<file path="config.mk">
export PLATFORM = sky130hd
export DESIGN_NAME = prog_load_ctrl
export DESIGN_NICKNAME = d
export VERILOG_FILES = /design/src/rtl/prog_load_ctrl.sv
export SDC_FILE = /design/constraint.sdc
export NUM_CORES = 1
export LEC_CHECK = 0
export BUFFER_PORTS_ARGS = -buffer_cell sky130_fd_sc_hd__buf_2
export CAP_MARGIN = 15
export CORE_MARGIN = 2
export CORE_UTILIZATION = 58
export DETAILED_ROUTE_END_ITERATION = 16
export GPL_ROUTABILITY_DRIVEN = 0
export PLACE_DENSITY = 0.85
export SKIP_LAST_GASP = 1
export SLEW_MARGIN = 30
export SYNTH_ARGS = -nofsm -noshare
export SYNTH_HDL_FRONTEND = slang
export SYNTH_SLANG_ARGS = --single-unit
</file>
<file path="constraint.sdc">
create_clock -name i_clk -period 3.45 [get_ports i_clk]
set_input_delay 0.69 -clock i_clk [delete_from_list [all_inputs] [get_ports i_clk]]
set_output_delay 0.69 -clock i_clk [all_outputs]
set_load 0.03 [all_outputs]
</file>
<file path="src/rtl/prog_load_ctrl.sv">
// prog_load_ctrl: UART program loader and LOAD/RUN/STEP/DONE run controller for the CPU.
// Define PROG_CHECKSUM_EN to enable the byte checksum on o_checksum (otherwise it is tied to 0).
module prog_load_ctrl #(
    parameter int ADDR_W       = 8,
    parameter int INSTR_W      = 16,
    parameter int BYTE_TIMEOUT = 2170
) (
    input  logic               i_clk,
    input  logic               i_rst_n,
    input  logic [7:0]         i_rx_byte,
    input  logic               i_rx_dv,
    input  logic               i_run_btn,
    input  logic               i_step_btn,
    input  logic               i_loopf,
    output logic [1:0]         o_mode,
    output logic               o_cpu_en,
    output logic               o_cpu_rst,
    output logic               o_we,
    output logic [ADDR_W-1:0]  o_instr_addr,
    output logic [INSTR_W-1:0] o_instr,
    output logic               o_full,
    output logic               o_done,
    output logic [7:0]         o_checksum
);
    localparam int NB = INSTR_W / 8;
    localparam int IW = NB > 1 ? $clog2(NB) : 1;
    localparam int CW = BYTE_TIMEOUT > 1 ? $clog2(BYTE_TIMEOUT + 1) : 1;
    localparam logic [1:0] LOAD = 2'd0, RUN = 2'd1, STEP = 2'd2, DONE = 2'd3;
    localparam logic [ADDR_W-1:0] ADDR_MAX = '1;

    logic [1:0]         mode, mode_nxt;
    logic               run_prev, step_prev, step_pulse;
    logic [IW-1:0]      idx;
    logic [CW-1:0]      cnt;
    logic [INSTR_W-1:0] asm_q, asm_nxt;
    logic [ADDR_W-1:0]  wa;
    logic               run_ev, step_ev, enter_load, stay_load, byte_ok, word_end, timed_out;

    assign run_ev     = run_prev & ~i_run_btn;
    assign step_ev    = step_prev & ~i_step_btn;
    // run events take priority over step events and over i_loopf
    assign mode_nxt   = (mode == LOAD) ? (run_ev ? RUN : step_ev ? STEP : LOAD)
                      : (mode == DONE) ? (run_ev ? LOAD : DONE)
                      : run_ev ? ((mode == RUN) ? LOAD : RUN)
                      : i_loopf ? DONE : mode;
    assign enter_load = (mode != LOAD) && (mode_nxt == LOAD);
    assign stay_load  = (mode == LOAD) && (mode_nxt == LOAD);
    assign byte_ok    = stay_load && i_rx_dv;
    assign asm_nxt    = INSTR_W'({asm_q, i_rx_byte});
    assign word_end   = byte_ok && (idx == IW'(NB - 1));
    assign timed_out  = (BYTE_TIMEOUT != 0) && (idx != '0) && !i_rx_dv && (cnt == CW'(BYTE_TIMEOUT));
    // address the next completed word will use: bumped once the previous write cycle is over
    assign wa         = (o_we && o_instr_addr != ADDR_MAX) ? o_instr_addr + 1'b1 : o_instr_addr;

    always_ff @(posedge i_clk or negedge i_rst_n) begin
        if (!i_rst_n) begin
            mode         <= LOAD;
            run_prev     <= 1'b0;
            step_prev    <= 1'b0;
            step_pulse   <= 1'b0;
            idx          <= '0;
            cnt          <= '0;
            asm_q        <= '0;
            o_cpu_rst    <= 1'b0;
            o_we         <= 1'b0;
            o_instr_addr <= '0;
            o_instr      <= '0;
            o_full       <= 1'b0;
        end else begin
            mode       <= mode_nxt;
            run_prev   <= i_run_btn;
            step_prev  <= i_step_btn;
            step_pulse <= (mode == STEP) && (mode_nxt == STEP) && step_ev;
            o_cpu_rst  <= (mode == LOAD) && (mode_nxt != LOAD);
            o_we       <= word_end && !o_full;
            cnt        <= (byte_ok || idx == '0) ? '0 : cnt + 1'b1;
            if (byte_ok)
                asm_q <= asm_nxt;
            if (word_end)
                o_instr <= asm_nxt;
            if (enter_load) begin
                o_instr_addr <= '0;
                idx          <= '0;
                o_full       <= 1'b0;
            end else begin
                o_instr_addr <= wa;
                idx          <= (!stay_load || word_end || timed_out) ? '0 : byte_ok ? idx + 1'b1 : idx;
                if (word_end && wa == ADDR_MAX)
                    o_full <= 1'b1;
            end
        end
    end

    assign o_mode   = mode;
    assign o_cpu_en = (mode == RUN) || step_pulse;
    assign o_done   = (mode == DONE);

`ifdef PROG_CHECKSUM_EN
    logic [7:0] sum;
    always_ff @(posedge i_clk or negedge i_rst_n) begin
        if (!i_rst_n)
            sum <= '0;
        else if (enter_load)
            sum <= '0;
        else if (byte_ok)
            sum <= sum + i_rx_byte;
    end
    assign o_checksum = sum;
`else
    assign o_checksum = 8'd0;
`endif
endmodule
</file>
# Word-level counts from Yosys, hierarchy flattened
# Cells that the tools add are included.
[totals]
ff_bits = 53
input_bits = 14
out_inout_bits = 39
elab_cells = 68
[classes]
n_addsub = 3
n_eq_ne = 7
mux = 16
bitwise = 5
reduce_logical = 25
[op_table]
columns = ["op", "n"]
rows = [
  ["2-to-1 mux 8 bit", 2],
  ["2-to-1 mux 2 bit", 7],
  ["adder 12 x 1 -> 12 bit (second input constant)", 1],
  ["equality test 12 bit (second input constant)", 1],
  ["logical AND 1 bit", 12],
  ["2-to-1 mux 12 bit", 1],
  ["adder 8 x 1 -> 8 bit (second input constant)", 1],
  ["equality test 8 bit (second input constant)", 1],
  ["!= test 8 bit (second input constant)", 1],
  ["equality test 2 bit (second input constant)", 3],
  ["2-to-1 mux 1 bit", 6],
  ["nonzero test 2 bit", 3],
  ["logical NOT 2 bit", 2],
  ["logical OR 1 bit", 4],
  ["logical NOT 1 bit", 3],
  ["inverter 1 bit", 3],
  ["nonzero test 3 bit", 1],
  ["bitwise AND 1 bit", 2],
  ["equality test 2 x 1 -> 1 bit (second input constant)", 1],
  ["adder 1 bit (second input constant)", 1],
]

# Depth between registers and ports, before layout
[logic_depth]
depth_word = 13
depth_mapped = 8
mapped_depth_nobuf = 7

# Worst setup path before layout
# No wires, ideal clock.
[synth_path]
path_type = "flip-flop to flip-flop"
from = "register o_instr_addr[0]"
to = "register o_full"
setup_ns = 0.122
arrival_ns = 1.779
required_ns = 3.328
slack_ns = 1.549
stages_incl_launch_ff = 9
path_buffers = 2
period_less_slack_ns = 1.901
path_cell_list = "dfrtp_1 -> ha_1 -> buf_2 -> nand3_1 -> o21a_1 -> buf_2 -> mux2i_1 -> nor4_1 -> a32o_1"
[synth_via]
elab_chain_len = 6
elab_cells_between_ends = 7
cone_classes = "1 x add/sub; 2 x eq/ne; 1 x mux; 3 x reduce/logical"
[synth_lines]
columns = ["element", "line", "text"]
rows = [
  ["from (decl)", "19", "output logic [ADDR_W-1:0] o_instr_addr,"],
  ["from (signal assigned)", "86", "o_instr_addr <= wa;"],
  ["parallel branches: the longest is 2 deep, another holds adder 8 x 1 -> 8 bit", "n/a", ""],
  ["2-to-1 mux 8 bit (*)", "53", "assign wa = (o_we && o_instr_addr != ADDR_MAX) ? o_instr_addr + 1'b1 : o_instr_addr;"],
  ["equality test 8 bit (*)", "88", "if (word_end && wa == ADDR_MAX)"],
  ["logical AND 1 bit (*)", "88", ""],
  ["nonzero test 2 bit (no source line) (*)", "n/a", ""],
  ["to (signal assigned)", "68", "o_full <= 1'b0;"],
  ["to (signal assigned)", "84", "o_full <= 1'b0;"],
  ["to (signal assigned)", "89", "o_full <= 1'b1;"],
  ["to (decl)", "21", "output logic o_full,"],
]
# Every way passes the cells marked *.
# A chain may end at the register's enable or synchronous reset.

# Worst setup path after layout
[layout_path]
from = "register mode[1] (netlist: o_mode[1])"
to = "output port o_cpu_en"
[layout_via]
elab_chain_len = 2
[layout_lines]
columns = ["element", "line", "text"]
rows = [
  ["from (decl)", "31", "logic [1:0] mode, mode_nxt;"],
  ["from (signal assigned)", "70", "mode <= mode_nxt;"],
  ["equality test 2 x 1 -> 1 bit", "95", "assign o_cpu_en = (mode == RUN) || step_pulse;"],
  ["logical OR 1 bit", "95", ""],
  ["to (decl)", "16", "output logic o_cpu_en,"],
]
# No other way between the ends.

==> results.py <==
metrics = {
    "run_status": {
        "status": "finished, final reports clean",
    },
    "placement": {
        "io_buffers": 44,
        "dp_slack_ns": 1.22,
        "post-dp-hpwl_um": 2820,
    },
    "cts": {
        "cts.sinks": 53,
        "clk_pin_slew_ns": 0.10,
        "cts_hold_buf": 0,
        "clk_latency_ns": 0.32,
        "cts-resized-gates": 0,
        "cts_tree": "done",
        "h-tree-depth": 2,
        "cts-buffers-inserted": 5,
        "cts_root_buf": "clkbuf_8",
        "postCtsSetupBuffers": 0,
        "clk_path_buf_depth": 2,
    },
    "synthesis": {
        "synth_cells": 203,
        "synth_area_per_cell_um2": 12.0,
        "synth-seq-cells": 53,
        "synthFlopType": "dfrtp_1",
        "synth_async_sr_flop_share_pct": 100,
        "ys_warn_count": 0,
        "synthTopCellsByArea": "dfrtp_1 (54%), mux2_2 (6.9%), mux2_4 (5.5%)",
        "synth_area_leader_cell": "dfrtp_1",
        "synth_top_cell_area_share_pct": 54.4,
        "synth_edf_count": 0,
        "seq_area_frac_synth_pct": 54.4,
        "syn_area_um2": 2440,
        "synth_cell_types": 41,
    },
    "layout": {
        "final_common_cell": "dfrtp_1",
        "layout.nets": 263,
        "areaGrowthSynthToFinish_pct": 13.2,
        "fill_cells": 310,
        "antenna_cells": 0,
        "drive_above_1_share_pct": 32.8,
        "final_cell_mix": "dfrtp_1 (53), buf_2 (44), nor2_1 (24), mux2_2 (15), nand2_1 (13)",
    },
    "floorplan": {
        "initial_core_util_pct": 60.5,
        "io_pins": 53,
        "coreArea_um2": 4030,
        "row_count": 23,
        "dieArea_um2": 4740,
        "die_w_um": 68.8,
        "fp.dieH_um": 68.8,
    },
    "route": {
        "vias": 1581,
        "vias_per_cell": 5.32,
        "met1_length_um": 1910,
        "wl_met2_um": 1890,
        "dr.pass1.iters": 4,
        "drc": 0,
        "wl_per_cell_um": 13.9,
        "drt-initial-drc-count": 141,
        "postRouteAntennaNets": 0,
        "totalWireLength_um": 4130,
        "dr.max_layer_used": "met4",
        "met3_length_um": 246,
    },
    "setup_path": {
        "critPathMaxStageDelay_ns": 0.48,
        "timing.rr.start": "o_instr_addr[0]",
        "cp-end-kind": "primary output",
        "r2r_slack_ns": 1.54,
        "cp-endpoint": "o_cpu_en",
        "crit_buf_inv": 2,
        "rr_worst_depth": 6,
        "arrival_ns": 1.23,
        "worst_ep_required_time_ns": 2.76,
        "startpoint_type": "register",
        "cp.depth": 3,
        "path_cells": "inv_1 > a21o_1 > buf_2",
        "rr_endpoint": "o_full",
        "criticalPathCategory": "reg2out",
        "cpLargestDelayFamily": "flip-flops",
        "critPathMaxFanout": 6,
        "cp-startpoint": "o_mode[1]",
        "cp_slowest_cell": "dfrtp_1",
    },
    "timing": {
        "relSlewSlack_pct": 57.4,
        "fin_crit_ns": 1.92,
        "layout_setup_ws_ns": 1.53,
        "report.final.hold_viol_count": 0,
        "skew_ns": 0.0117,
        "fin_crit_sh_pct": 55.8,
        "final_max_slew_viol_count": 0,
        "finalSetupViolations": 0,
        "fmax_ghz": 0.519,
        "worst_pin_slew_ns": 0.639,
        "rsz0062_at_grt": "false",
        "finalSetupTns_ns": 0,
    },
    "power": {
        "ir_worst_vdd_uv": 332,
        "cellPowerDensity_nw_per_um2": 500,
        "leakagePower_nw": 1.43,
    },
    "global_routing": {
        "grt_usage_pct": 20.2,
        "grt_pass1_vias": 1542,
        "overflow": 0,
        "grt_pass1_wl_um": 6890,
        "antenna_found_initial": 0,
        "grt_max_degree": 54,
    },
    "min_path": {
        "worstHoldPathType": "in2async",
    },
    "job": {
        "maxCapViolations": 0,
    },
}
-- metal layers --
layer	GRT usage (%)	vias to the layer above
met3	5.03	8
li1	-	763
met4	10.0	0
met1	27.9	758
met5	0	-
met2	29.7	52
-- cells by family (layout without fill, tap and decap cells) --
family,Yosys count,in the layout,share of synthesized area (%)
AOI/OAI and AO/OA,13,13,3.69
xor gates and xnor gates,14,14,5.03
adders and majority gates,3,3,1.54
buffers and inverters,18,55,4.87
DFF,53,53,54.4
muxes,29,29,14.5
other,1,8,0.154
and+or+nand+nor,72,72,15.8
-- worst reg2reg max path: stages, from the launching register on --
cell     delay (ns)
dfrtp_1        0.44
ha_1           0.33
nand3_1        0.17
o21a_1         0.30
mux2i_1        0.24
nor4_1         0.07
a32o_1         0.25
-- state kept, by name (all words and copies together) (netlist names) --
signal and count:
o_instr_addr 8, step_pulse 1, o_cpu_rst 1, step_prev 1, run_prev 1, o_full 1, idx 1, o_we 1
o_mode 2, cnt 12, asm_q 8, o_instr 16
-- report_power, final --
part / internal, mW / switching, mW
Combinational: 0.0890 / 0.125
Clock: 0.221 / 0.211
Sequential: 0.691 / 0.0433
-- metrics by stage --
stage	cell area, µm²	utilization [%]	std cells	power, mW	hold slack, ns
6_report	2760	68.5	297	1.38	0.473
3_3_place_gp	2640	65.6	289	0.952	0.476
3_5_place_dp	2640	65.6	289	0.962	0.470
2_1_floorplan	2460	-	210	0.901	0.394
5_1_grt	2760	68.5	297	1.44	0.482
4_1_cts	2760	68.5	297	1.39	0.483
-- final cells by class --
cell class / count / area (µm²) / share of cell area (%)
clock buffers: 5 / 68.8 / 2.49
clock inverters: 3 / 47.5 / 1.72
inverters: 2 / 7.51 / 0.272
multi-input cells: 139 / 1020 / 36.9
flip-flops and latches: 53 / 1330 / 48.1
well taps: 50 / 62.6 / 2.27
repair buffers: 45 / 228 / 8.25
-- synth_stat cells (all sizes together) (2+ instances only) --
master and n:
and2 4, nand4 4, and3 5, nand2 14, xor2 9, buf 15, nand2b 2, a21oi 3
a21o 2, inv 2, mux2 24, ha 3, mux2i 5, xnor2 5, nand3 8, nor2b 3
nor4b 2, dfrtp 53, nor2 24, nor3 2
-- worst min-delay path by stage --
stage,end,cells past startpoint
floorplan,asm_q[0],0
global placement,cnt[0],1
detailed placement,o_we,1
CTS,step_prev,1
global route,step_prev,1
finish,asm_q[5],2
(Power assumes the default switching activity.)
